File: config.mk
export PLATFORM = sky130hd
export DESIGN_NAME = instruction_fetch
export DESIGN_NICKNAME = d
export VERILOG_FILES = /design/src/rtl/instruction_fetch.sv
export SDC_FILE = /design/constraint.sdc
export NUM_CORES = 1
export LEC_CHECK = 0
export BUFFER_PORTS_ARGS = -buffer_cell sky130_fd_sc_hd__buf_2
export CAP_MARGIN = 10
export CORE_ASPECT_RATIO = 0.6
export CORE_UTILIZATION = 43
export DETAILED_ROUTE_END_ITERATION = 8
export PLACE_DENSITY_LB_ADDON = 0.1
export SLEW_MARGIN = 30
export SYNTH_ARGS = -nofsm -noshare
export SYNTH_HDL_FRONTEND = slang
export SYNTH_SLANG_ARGS = --single-unit
File: constraint.sdc
create_clock -name clk -period 2.9 [get_ports clk]
set_input_delay 0.29 -clock clk [delete_from_list [all_inputs] [get_ports clk]]
set_output_delay 0.29 -clock clk [all_outputs]
set_load 0.05 [all_outputs]
File: src/rtl/instruction_fetch.sv
// instruction_fetch: sequential instruction fetch stage in front of the decoder.
// Issues in-order instruction-memory reads, counts outstanding requests and
// buffers returned words with their addresses in a small prefetch FIFO. A
// redirect flushes the FIFO, retargets fetch, and marks every request still in
// flight as stale so its response is dropped on return.
//
// Handshakes: a transfer happens on a rising edge where both valid and ready
// are high. Valid never depends on ready on the same interface. The memory
// response channel has no ready: every imem_resp_valid cycle is one returned
// word, in request order.
module instruction_fetch #(
    parameter int INST_W          = 16,
    parameter int I_ADDR_W        = 12,
    parameter int FIFO_DEPTH      = 2,
    parameter int MAX_OUTSTANDING = 4
) (
    input  logic                clk,
    input  logic                reset,
    input  logic                redirect_valid,
    input  logic [I_ADDR_W-1:0] redirect_address,
    output logic                imem_req_valid,
    input  logic                imem_req_ready,
    output logic [I_ADDR_W-1:0] imem_req_address,
    input  logic                imem_resp_valid,
    input  logic [INST_W-1:0]   imem_resp_data,
    output logic                instruction_valid,
    input  logic                instruction_ready,
    output logic [INST_W-1:0]   instruction,
    output logic [I_ADDR_W-1:0] instruction_address,
    output logic                o_dbg_state
);

    localparam int PTR_W = $clog2(FIFO_DEPTH);
    localparam int CNT_W = $clog2(FIFO_DEPTH) + 1;
    localparam int OUT_W = $clog2(MAX_OUTSTANDING) + 1;
    localparam int SUM_W = ((CNT_W > OUT_W) ? CNT_W : OUT_W) + 1;
    localparam int ENT_W = I_ADDR_W + INST_W;

    // FETCH: no stale responses pending. DRAIN: at least one stale response
    // is still owed by the memory and will be dropped on arrival.
    typedef enum logic {
        ST_FETCH = 1'b0,
        ST_DRAIN = 1'b1
    } state_t;

    state_t r_state;
    state_t w_state_next;

    // Fetch bookkeeping
    logic [I_ADDR_W-1:0] r_fetch_address;
    logic [I_ADDR_W-1:0] r_resp_address;
    logic [OUT_W-1:0]    r_inflight;
    logic [OUT_W-1:0]    r_discard;
    logic [OUT_W-1:0]    w_inflight_next;
    logic [OUT_W-1:0]    w_discard_next;
    logic [OUT_W-1:0]    w_redirect_discard;
    logic [OUT_W-1:0]    w_live;

    // Prefetch FIFO
    logic [ENT_W-1:0]    r_fifo_mem [FIFO_DEPTH];
    logic [PTR_W-1:0]    r_rd_ptr;
    logic [PTR_W-1:0]    r_wr_ptr;
    logic [CNT_W-1:0]    r_count;
    logic [ENT_W-1:0]    w_head;

    // Handshake and credit terms
    logic [SUM_W-1:0]    w_credit_sum;
    logic                w_credit_ok;
    logic                w_slot_ok;
    logic                w_req_fire;
    logic                w_drop;
    logic                w_push;
    logic                w_pop;

    // ------------------------------------------------------------------
    // Request side
    // ------------------------------------------------------------------

    // Live requests will land in the FIFO, so they reserve a slot now.
    assign w_live       = r_inflight - r_discard;
    assign w_credit_sum = SUM_W'(r_count) + SUM_W'(w_live);
    assign w_credit_ok  = w_credit_sum < SUM_W'(FIFO_DEPTH);
    assign w_slot_ok    = r_inflight < OUT_W'(MAX_OUTSTANDING);

    // Gated by reset so the request output is quiet while held in reset.
    assign imem_req_valid   = !reset && !redirect_valid && w_credit_ok && w_slot_ok;
    assign imem_req_address = r_fetch_address;
    assign w_req_fire       = imem_req_valid && imem_req_ready;

    // ------------------------------------------------------------------
    // Response side
    // ------------------------------------------------------------------

    // A response in a redirect cycle is never pushed: it belongs to the old
    // stream whether or not it was already counted as stale.
    assign w_drop = imem_resp_valid && (r_discard != '0);
    assign w_push = imem_resp_valid && (r_discard == '0) && !redirect_valid;

    // ------------------------------------------------------------------
    // Downstream side
    // ------------------------------------------------------------------

    assign instruction_valid   = (r_count != '0);
    assign w_pop               = instruction_valid && instruction_ready && !redirect_valid;
    assign w_head              = r_fifo_mem[r_rd_ptr];
    assign instruction         = instruction_valid ? w_head[INST_W-1:0] : '0;
    assign instruction_address = instruction_valid ? w_head[ENT_W-1:INST_W] : '0;

    assign o_dbg_state = r_state;

    // Everything still in flight at a redirect is stale, except the response
    // arriving that same cycle, which is consumed (and dropped) right away.
    assign w_redirect_discard = imem_resp_valid ? (r_inflight - OUT_W'(1)) : r_inflight;

    // Outstanding count: +1 per accepted request, -1 per returned response.
    always_comb begin
        w_inflight_next = r_inflight;
        if (w_req_fire && !imem_resp_valid) begin
            w_inflight_next = r_inflight + OUT_W'(1);
        end else if (!w_req_fire && imem_resp_valid) begin
            w_inflight_next = r_inflight - OUT_W'(1);
        end
    end

    // Next state and stale-response counter; redirect overrides draining.
    always_comb begin
        w_state_next   = r_state;
        w_discard_next = r_discard;
        case (r_state)
            ST_FETCH: begin
                if (redirect_valid) begin
                    w_discard_next = w_redirect_discard;
                    if (w_redirect_discard != '0) begin
                        w_state_next = ST_DRAIN;
                    end
                end
            end
            ST_DRAIN: begin
                if (redirect_valid) begin
                    w_discard_next = w_redirect_discard;
                    w_state_next   = (w_redirect_discard != '0) ? ST_DRAIN : ST_FETCH;
                end else if (w_drop) begin
                    w_discard_next = r_discard - OUT_W'(1);
                    if (r_discard == OUT_W'(1)) begin
                        w_state_next = ST_FETCH;
                    end
                end
            end
            default: begin
                w_state_next   = ST_FETCH;
                w_discard_next = '0;
            end
        endcase
    end

    // State register plus request/response counters.
    always_ff @(posedge clk or posedge reset) begin
        if (reset) begin
            r_state    <= ST_FETCH;
            r_inflight <= '0;
            r_discard  <= '0;
        end else begin
            r_state    <= w_state_next;
            r_inflight <= w_inflight_next;
            r_discard  <= w_discard_next;
        end
    end

    // Fetch and response address pointers; both jump to the redirect target.
    always_ff @(posedge clk or posedge reset) begin
        if (reset) begin
            r_fetch_address <= '0;
            r_resp_address  <= '0;
        end else if (redirect_valid) begin
            r_fetch_address <= redirect_address;
            r_resp_address  <= redirect_address;
        end else begin
            if (w_req_fire) begin
                r_fetch_address <= r_fetch_address + I_ADDR_W'(1);
            end
            if (w_push) begin
                r_resp_address <= r_resp_address + I_ADDR_W'(1);
            end
        end
    end

    // FIFO pointers and occupancy; a redirect empties the buffer.
    always_ff @(posedge clk or posedge reset) begin
        if (reset) begin
            r_rd_ptr <= '0;
            r_wr_ptr <= '0;
            r_count  <= '0;
        end else if (redirect_valid) begin
            r_rd_ptr <= '0;
            r_wr_ptr <= '0;
            r_count  <= '0;
        end else begin
            if (w_push) begin
                r_wr_ptr <= r_wr_ptr + PTR_W'(1);
            end
            if (w_pop) begin
                r_rd_ptr <= r_rd_ptr + PTR_W'(1);
            end
            if (w_push && !w_pop) begin
                r_count <= r_count + CNT_W'(1);
            end else if (!w_push && w_pop) begin
                r_count <= r_count - CNT_W'(1);
            end
        end
    end

    // FIFO storage; contents are only observed when the count says so.
    always_ff @(posedge clk) begin
        if (w_push) begin
            r_fifo_mem[r_wr_ptr] <= {r_resp_address, imem_resp_data};
        end
    end

    // The credit check at request time must make overflow impossible.
    a_no_fifo_overflow: assert property (@(posedge clk) disable iff (reset)
        !(w_push && (r_count == CNT_W'(FIFO_DEPTH))));

    // Responses only ever answer requests this block issued.
    a_resp_has_request: assert property (@(posedge clk) disable iff (reset)
        imem_resp_valid |-> (r_inflight != '0));

endmodule

==> flow_summary_export.csv <==
group,metric,value,unit
run_status,status,"complete, no violations",
drt,met2RoutedLength,3977,um
drt,wl_met3,475,um
sta,hold_violations,0,
synthesis,synth.area.top_cells,"edfxtp_1 39%, dfrtp_1 20%, mux2i_1 7.3%, nor2_1 3.5%, ha_1 2.9%",
placed_design,place_ws,0.08135,ns
global_routing,grt_pass1_vias,2855,
sta,hold_ws,0.1393,ns
synthesis,synth_top_cell_by_area,"edfxtp_1",
drt,first_pass_iters,5,
placed_design,hpwl,6100,um
critical_path,cp.required,2.61,ns
synthesis,ys_warn_count,0,
global_routing,grt_overflow,0,
cts,cts_tree,"yes",
sta,rsz0062_at_grt,"true",
drt,drt_iter0_drc,180,
synthesis,synth_top_area_share,39.30,%
sta,slew_viol_final,0,
layout,layout-drive-gt1-share,26.52,%
drt,vias,2964,
die,rows,27,
power,ir_worst_vdd,308.1,uV
synthesis,synth_area,0.004279,mm2
synthesis,synth_seq_cells,91,
drt,wl_met1,4423,um
global_routing,grt_usage,18.77,%
global_routing,grt_pass1_wl,14390,um
cts,worstSkewPairLatency,0.34,ns
layout,diodes,0,
synthesis,synth.distinct_cells,47,
placed_design,numPortBuffers,76,
synthesis,synth.avg_cell_area,12.02,um2
die,pin_count,77,
layout,fillers,857,
die,die_w,130.8,um
sta,finalWorstSetupSlack,0.1084,ns
drt,ant_nets,0,
die,die_area,0.01037,mm2
cts,h-tree-depth,3,
drt,drc_errors,0,
synthesis,synth_async_sr_flop_share,38.46,%
sta,worst_slew_pin_slew,0.7145,ns
cts,cts_buffers,9,
synthesis,synth_edf_count,56,
critical_path,critical_path_class,"reg -> out",
die,die_h,79.27,um
critical_path,worstSetupEndpointType,"primary output",
layout,final_nets,486,
synthesis,syn_nets,402,
cts,clock_sinks,91,
drt,wl_per_cell,15.58,um
drt,routed_via_density,5.155,
sta,skew,0.009741,ns
global_routing,grt_max_degree,37,
synthesis,synth-seq-area-share,59.77,%
drt,top_layer,"met4",
sta,fin_crit,2.792,ns
die,core,0.009425,mm2
synthesis,synth_cells,356,
sta,setup_viol,0,
power,cellPowerDensity,759.2,mW/mm2
cts,path_clk_slew,0.06,ns
power,leakage,2.037,nW
cts,cts-root-buf,"clkbuf_16",
sta,slew_headroom,52.36,%
run,cap_violations,0,
layout,syn_to_final_growth,20.35,%
critical_path,cp.arrival,2.50,ns
critical_path,crit_fanout,2,
sta,post-route-period-util,96.26,%
global_routing,antenna_found_initial,0,
drt,routed_wl,8958,um
critical_path,critPathLaunchType,"flop",
sta,timing.fmax,0.3582,GHz
hold_path,hold_class,"in -> reg",
synthesis,synthFlopType,"edfxtp_1",
cts,clk_path_buf_depth,2,
placed_design,gp_congestion,0.7597,
die,start_util,45.40,%
## cells in the final DEF (no fill, tap or decap), types with 3 or more instances in the layout
cell,netlist,final
a21oi_1,4,4
buf_2,3,75
buf_4,2,12
clkbuf_1,8,3
clkbuf_16,0,9
clkinv_1,1,3
dfrtp_1,35,35
edfxtp_1,56,56
ha_1,10,8
inv_1,10,7
inv_2,1,3
mux2_2,3,3
mux2i_1,31,31
nand2_1,32,32
nand3_1,24,24
nand4_1,12,12
nor2_1,40,39
o21ai_0,4,4
o21ai_1,13,13
or3_1,7,7
xnor2_1,11,11
xor2_1,12,12
## cells in the mapped netlist (4+ instances only)
library cell  count
nand2_1          32
nand4_1          12
o21ai_1          13
dfrtp_1          35
edfxtp_1         56
clkbuf_1          8
o21ai_0           4
or3_1             7
a21oi_1           4
xnor2_1          11
xor2_1           12
inv_1            10
mux2i_1          31
nor2_1           40
ha_1             10
nand3_1          24
## sequential cells by signal, summed over array words and instances, names as in the netlist
signal	cells
o_dbg_state	1
r_discard	3
r_wr_ptr	1
r_count	2
r_inflight	3
imem_req_address	12
r_fifo_mem	56
r_rd_ptr	1
r_resp_address	12
## per-stage QoR
| step | std cells | total power (W) | area [um2] | TNS, ns | utilization (%) |
|---|---|---|---|---|---|
| CTS | 573 | 0.003900 | 5097 | 0 | 54.08 |
| finish | 575 | 0.003910 | 5150 | 0 | 54.64 |
| floorplan | 356 | 0.002528 | 4284 | 0 | - |
| detailed placement | 556 | 0.002836 | 4821 | 0 | 51.15 |
| global route | 575 | 0.004131 | 5150 | -0.07100 | 54.64 |
| global placement | 556 | 0.002809 | 4821 | 0 | 51.15 |
## power breakdown
| group | switching, W | total [W] | internal [W] | leakage (nW) |
|---|---|---|---|---|
| Clock | 0.000453 | 0.00105 | 0.000601 | 0.127 |
| Sequential | 0.000143 | 0.00167 | 0.00153 | 0.931 |
| Combinational | 0.000756 | 0.00119 | 0.000432 | 0.978 |
## final timing paths
path | slack, ns | to | from | cells past startpoint
worst max-delay path | 0.11 | imem_req_valid | r_inflight[0] | 8
worst min-delay path | 0.14 | r_fifo_mem[0][8] | imem_resp_data[8] | 1
worst max register to register | 0.12 | r_inflight[2] | r_inflight[0] | 13
worst min register to register | 0.52 | r_fifo_mem[0][27] | r_resp_address[11] | 0
max in group asynchronous | 1.77 | r_resp_address[2] | reset | 4
min in group asynchronous | 0.48 | r_inflight[2] | reset | 3
## what timing repair did
action / CTS / global route
buffers inserted: 0 / 2
setup endpoints to repair: 0 / 9
gates resized for setup: 0 / 11
hold endpoints to repair: 10 / 0
hold buffers: 1 / 0
## area by class of cell
cell class | count | area (um2) | area share (%)
repair buffers | 90 | 498.0 | 9.670
clock inverters | 3 | 16.27 | 0.3158
multi-input cells | 236 | 1620 | 31.46
flip-flops and latches | 91 | 2557 | 49.66
inverters | 12 | 45.04 | 0.8746
well taps | 130 | 162.7 | 3.158
clock buffers | 13 | 250.2 | 4.859
## routing by layer
layer,track usage (%),up-vias
li1,-,1444
met1,26.42,1448
met3,5.997,8
met5,0,-
met4,5.172,0
met2,27.78,64
## critical path: stages (launching register included)
cell	delay (ns)
dfrtp_1	0.38
inv_2	0.09
ha_4	0.14
inv_2	0.03
fa_2	0.55
fa_1	0.46
nor4_4	0.16
o21a_1	0.18
buf_6	0.16
## kinds of logic after synthesis
logic type	Yosys count	synth area share, %
muxes	34	8.041
buffers and inverters	29	3.333
xor gates and xnor gates	23	4.708
and+or+nand+nor	132	15.23
AOI/OAI and AO/OA	35	5.059
DFF	91	59.77
adders and majority gates	12	3.860
Power figures use the tool's default switching activity.
